===== src/rtl/hazard_pkg.sv =====
// hazard_pkg: shared types for the RVX10 hazard unit.
// Forward-select encoding, controller states and register index type.
package hazard_pkg;

  typedef logic [4:0] regidx_t;

  typedef enum logic [1:0] {
    FWD_RF = 2'b00,
    FWD_W  = 2'b01,
    FWD_M  = 2'b10
  } fwd_sel_t;

  typedef enum logic {
    RUN  = 1'b0,
    BUSY = 1'b1
  } hz_state_t;

  function automatic fwd_sel_t fwd_sel(
    input regidx_t rs,
    input logic    wm,
    input regidx_t rdm,
    input logic    ww,
    input regidx_t rdw
  );
    fwd_sel_t s;
    s = FWD_RF;
    if (wm && rdm != '0 && rdm == rs)
      s = FWD_M;
    else if (ww && rdw != '0 && rdw == rs)
      s = FWD_W;
    return s;
  endfunction

endpackage


===== src/rtl/hazard_perf_ctr.sv =====
// hazard_perf_ctr: 32-bit saturating event counter with enable.
// Holds at all-ones once full.
module hazard_perf_ctr
  import hazard_pkg::*;
(
  input  logic        clk,
  input  logic        reset_n,
  input  logic        en,
  output logic [31:0] cnt
);

  always_ff @(posedge clk or negedge reset_n) begin
    if (!reset_n)
      cnt <= '0;
    else if (en && cnt != 32'hFFFF_FFFF)
      cnt <= cnt + 32'd1;
  end

endmodule


===== src/rtl/hazard_unit.sv =====
// hazard_unit: stall/flush/forward control for the RVX10 5-stage core.
// Define HAZARD_PERF_EN to add the PerfLdStall/PerfFlush/PerfBusy counters.
module hazard_unit
  import hazard_pkg::*;
#(
  parameter int MAX_BUSY = 64
) (
  input  logic        clk,
  input  logic        reset_n,
  input  logic [4:0]  Rs1D,
  input  logic [4:0]  Rs2D,
  input  logic [4:0]  Rs1E,
  input  logic [4:0]  Rs2E,
  input  logic [4:0]  RdE,
  input  logic [4:0]  RdM,
  input  logic [4:0]  RdW,
  input  logic        ResultSrcE0,
  input  logic        RegWriteM,
  input  logic        RegWriteW,
  input  logic        PCSrcE,
  input  logic        MulStartE,
  input  logic        MulDoneE,
  output logic        StallF,
  output logic        StallD,
  output logic        StallE,
  output logic        FlushD,
  output logic        FlushE,
  output logic        FlushM,
  output logic [1:0]  ForwardAE,
  output logic [1:0]  ForwardBE,
`ifdef HAZARD_PERF_EN
  output logic [31:0] PerfLdStall,
  output logic [31:0] PerfFlush,
  output logic [31:0] PerfBusy,
`endif
  output logic        TimeoutErr
);

  localparam logic [7:0] BUSY_LAST = 8'(MAX_BUSY - 1);

  hz_state_t  state_q, state_d;
  logic [7:0] busy_cnt, cnt_d;
  logic       to_set;
  logic       lw_stall;

  assign lw_stall = ResultSrcE0 && RdE != '0 &&
                    (RdE == Rs1D || RdE == Rs2D);

  assign ForwardAE = reset_n ?
    fwd_sel(Rs1E, RegWriteM, RdM, RegWriteW, RdW) : FWD_RF;
  assign ForwardBE = reset_n ?
    fwd_sel(Rs2E, RegWriteM, RdM, RegWriteW, RdW) : FWD_RF;

  always_ff @(posedge clk or negedge reset_n) begin
    if (!reset_n) begin
      state_q    <= RUN;
      busy_cnt   <= '0;
      TimeoutErr <= 1'b0;
    end else begin
      state_q  <= state_d;
      busy_cnt <= cnt_d;
      if (to_set)
        TimeoutErr <= 1'b1;
    end
  end

  always_comb begin
    StallF  = 1'b0;
    StallD  = 1'b0;
    StallE  = 1'b0;
    FlushD  = 1'b0;
    FlushE  = 1'b0;
    FlushM  = 1'b0;
    state_d = state_q;
    cnt_d   = busy_cnt;
    to_set  = 1'b0;
    if (!reset_n) begin
      FlushD = 1'b1;
      FlushE = 1'b1;
      FlushM = 1'b1;
    end else begin
      unique case (state_q)
        RUN: begin
          if (MulStartE && !MulDoneE) begin
            StallF  = 1'b1;
            StallD  = 1'b1;
            StallE  = 1'b1;
            FlushM  = 1'b1;
            state_d = BUSY;
            cnt_d   = '0;
          end else if (!MulStartE) begin
            StallF = lw_stall;
            StallD = lw_stall;
            FlushE = lw_stall || PCSrcE;
            FlushD = PCSrcE;
          end
        end
        BUSY: begin
          if (MulDoneE) begin
            state_d = RUN;
          end else if (busy_cnt == BUSY_LAST) begin
            // watchdog: drop the stall and give EX back to the pipe
            to_set  = 1'b1;
            state_d = RUN;
          end else begin
            StallF = 1'b1;
            StallD = 1'b1;
            StallE = 1'b1;
            FlushM = 1'b1;
            cnt_d  = busy_cnt + 8'd1;
          end
        end
        default: state_d = RUN;
      endcase
    end
  end

`ifdef HAZARD_PERF_EN
  hazard_perf_ctr u_ld (
    .clk(clk), .reset_n(reset_n),
    .en(state_q == RUN && lw_stall),
    .cnt(PerfLdStall)
  );
  hazard_perf_ctr u_fl (
    .clk(clk), .reset_n(reset_n),
    .en(state_q == RUN && PCSrcE),
    .cnt(PerfFlush)
  );
  hazard_perf_ctr u_bz (
    .clk(clk), .reset_n(reset_n),
    .en(StallE),
    .cnt(PerfBusy)
  );
`endif

endmodule


===== config.mk =====
export PLATFORM = sky130hd
export DESIGN_NAME = hazard_unit
export DESIGN_NICKNAME = d
export VERILOG_FILES = /design/src/rtl/hazard_pkg.sv /design/src/rtl/hazard_perf_ctr.sv /design/src/rtl/hazard_unit.sv
export SDC_FILE = /design/constraint.sdc
export NUM_CORES = 1
export LEC_CHECK = 0
export CAP_MARGIN = 25
export CORE_MARGIN = 2
export CORE_UTILIZATION = 35
export DETAILED_ROUTE_END_ITERATION = 12
export GPL_TIMING_DRIVEN = 0
export PLACE_DENSITY = 0.88
export SYNTH_ARGS = -nofsm -noshare
export SYNTH_HDL_FRONTEND = slang
export SYNTH_SLANG_ARGS = --single-unit

===== constraint.sdc =====
create_clock -name clk -period 1.7 [get_ports clk]
set_input_delay 0.17 -clock clk [delete_from_list [all_inputs] [get_ports clk]]
set_output_delay 0.17 -clock clk [all_outputs]
set_load 0.02 [all_outputs]

==> results.sh <==
export IMPL_clockBufferDepth=2
export IMPL_reg2reg_slack_ps=-180
export IMPL_maxCapViolCount=0
export IMPL_failed_checks="negative setup slack"
export IMPL_cts_buffers=3
export IMPL_wl_mm=3.752
export IMPL_utilization_pct=70.08
export IMPL_area_growth_pct=93.62
export IMPL_overflow=0
export IMPL_total_power_uw=965.6
export IMPL_leakagePower_nw=0.8099
export IMPL_worstSetupStartpointType="register"
export IMPL_dieWidth_um=56.94
export IMPL_setup_viol=12
export IMPL_timing_rr_end="busy_cnt[6]"
export IMPL_place_congestion=1.026
export IMPL_setup_ws_ps=-208.9
export IMPL_arrival_ps=1740
export IMPL_hold_class="input port to register"
export IMPL_stdcell_area_mm2=0.001899
export IMPL_rsz0062_at_grt="true"
export IMPL_synth_edff_count=0
export IMPL_grt_use_total_pct=23.67
export IMPL_end_kind="output pin"
export IMPL_synth_fp_nets=157
export IMPL_grt_pass1_vias=1266
export IMPL_period_minus_slack_ps=1909
export IMPL_antenna_cells=0
export IMPL_port_buffer_count=53
export IMPL_ir_worst_vdd_v=0.0003487
export IMPL_drive_gt1_share_pct=40.31
export IMPL_core_area_mm2=0.002710
export IMPL_power_density_mw_per_mm2=508.4
export IMPL_grt_max_degree=11
export IMPL_worstPathRequired_ps=1530
export IMPL_vias=1222
export IMPL_asyncSetResetFlopFracSynth_pct=100.0
export IMPL_timing_slew_headroom_pct=67.61
export IMPL_clock_latency_ps=280
export IMPL_path_clk_slew_ps=70
export IMPL_drt_iter0_markers=25
export IMPL_htree_levels=1
export IMPL_fmax_mhz=523.9
export IMPL_clock_sinks=10
export IMPL_tns_ps=-1255
export IMPL_syn_cell_area_um2=980.9
export IMPL_start_util_pct=36.20
export IMPL_place_hpwl_mm=2.552
export IMPL_critPathCapture="StallF"
export IMPL_ys_warnings_count=0
export IMPL_seq_area_frac_synth_pct=25.51
export IMPL_min_path_cells=2
export IMPL_reg2reg_depth=8
export IMPL_pin_count=54
export IMPL_die_area_mm2=0.003242
export IMPL_antenna_found_initial=0
export IMPL_fin_crit_sh_pct=112.3
export IMPL_synth_cells=113
export IMPL_grt_pass1_wl_mm=5.906
export IMPL_synth_top_flop_cell="dfrtp_1"
export IMPL_r2r_start="busy_cnt[0]"
export IMPL_cts_tree="done"
export IMPL_viasPerCell=5.505
export IMPL_die_h_um=56.94
export IMPL_hold_violations=0
export IMPL_drc=0
export IMPL_tightestPinTransition_ps=484.2
export IMPL_fin_worst_skew_ps=3.292
export IMPL_finalNetCount=236
export IMPL_dr_pass1_iters=4
export IMPL_place_area_mm2=0.001563
export IMPL_ys_types=36
export IMPL_crit_start="busy_cnt[1]"
export IMPL_rows=19
export IMPL_maxSlewViolCount=0
export IMPL_critPathKind="register to output pin"
export IMPL_path_max_fanout=4
export IMPL_status="finished with violations"
export IMPL_wl_per_cell_um=16.90
export IMPL_place_ws_ps=-1271
export IMPL_synth_seq_cells=10
export IMPL_synth_area_per_cell_um2=8.681
export IMPL_cts_root_buffer="clkbuf_4"
export IMPL_ant_nets=0
-- cell families after synthesis --
kind of cell	synth area share [%]
AO/OA/AOI/OAI	14.03
adder cells (fa/ha/maj)	1.275
multiplexers	2.041
AND/OR/NAND/NOR	27.93
buffers and inverters	2.423
flip-flops	25.51
XOR/XNOR	26.79
-- synthesized netlist by cell type (2+ instances only) --
master	number	area share [%]
xor2_1	24	21
dfrtp_1	10	26
nand2_1	6	2.3
or4_1	6	4.6
xnor2_1	6	5.4
nand3_1	5	2.6
nor4_1	5	3.2
o21ai_0	4	2.0
o31ai_1	4	3.1
a21oi_1	3	1.5
and2_1	3	1.9
inv_1	3	1.1
nor2_1	3	1.1
nor3_1	3	1.5
o41ai_1	3	2.7
or3_1	3	1.9
mux2i_1	2	2.0
nand4_1	2	1.3
-- critical path, cell delays in order, from the launching register on --
cell and delay [ps]:
dfrtp_1 410, ha_4 170, nand3_4 70, nor4_4 300, or3_4 200, o21ai_2 60, buf_4 130, buf_6 120
-- stage by stage --
step | hold slack (ps) | cells
after floorplan | -125.6 | 113
after global placement | 441.0 | 197
after detailed placement | 454.9 | 197
after CTS | 186.3 | 214
after global routing | 237.1 | 222
final | 216.4 | 222
-- per-layer routing --
metal / GRT usage (%) / vias to the layer above / routed length [um]
li1: - / 575 / -
met1: 23.20 / 565 / 1246
met2: 46.96 / 71 / 2046
met3: 4.535 / 11 / 343
met4: 10.63 / 0 / 116
met5: 0 / - / 0
-- cell usage in the layout (no fill, tap or decap), types with 3 or more instances in the layout --
cell type | synthesis | layout
buf_2 | 1 | 6
clkdlybuf4s50_1 | 0 | 21
xnor2_1 | 6 | 6
nor4_4 | 0 | 5
buf_4 | 1 | 22
xor2_1 | 24 | 24
dlygate4sd2_1 | 0 | 3
nand2_1 | 6 | 6
buf_6 | 0 | 8
or4_4 | 0 | 4
and2_1 | 3 | 3
o31ai_1 | 4 | 3
clkbuf_2 | 0 | 6
dlymetal6s2s_1 | 0 | 3
or3_4 | 1 | 3
nand3_1 | 5 | 3
dfrtp_1 | 10 | 9
clkbuf_4 | 0 | 3
nor2_1 | 3 | 3
-- cell type report --
class / instances / area (um^2)
clock buffer: 4 / 36.28
buffer: 2 / 18.77
fill: 197 / 810.8
inverter: 3 / 13.76
timing repair buffer: 73 / 638.1
multi-input combinational: 99 / 902.1
sequential: 10 / 251.5
tap: 31 / 38.79
-- how the worst min path moves through the flow --
| stage | startpoint | endpoint | slack [ps] |
|---|---|---|---|
| final | reset_n | state_q | 220 |
| after floorplan | reset_n | TimeoutErr | -130 |
| after detailed placement | TimeoutErr | TimeoutErr | 450 |
| after global placement | TimeoutErr | TimeoutErr | 440 |
| after global routing | reset_n | state_q | 240 |
| after CTS | reset_n | state_q | 190 |
-- timing repair --
action / in CTS / in global routing
pin swaps: 12 / 11
setup buffers: 12 / 9
endpoints found under the setup margin: 19 / 17
gates cloned: 0 / 1
gates resized for setup: 129 / 28
hold endpoints to repair: 10 / 0
hold buffers: 1 / 0
-- sequential cells by signal, summed over array words and instances, names as in the netlist --
| name | count |
|---|---|
| state_q | 1 |
| TimeoutErr | 1 |
| busy_cnt | 8 |
-- where the power goes --
group          total, mW  internal [mW]  switching (mW)
Combinational      0.423          0.228           0.194
Sequential         0.318          0.269          0.0493
Clock              0.225          0.130          0.0942
Total              0.966          0.628           0.338
Note: power is estimated with default switching activity, not from simulation.
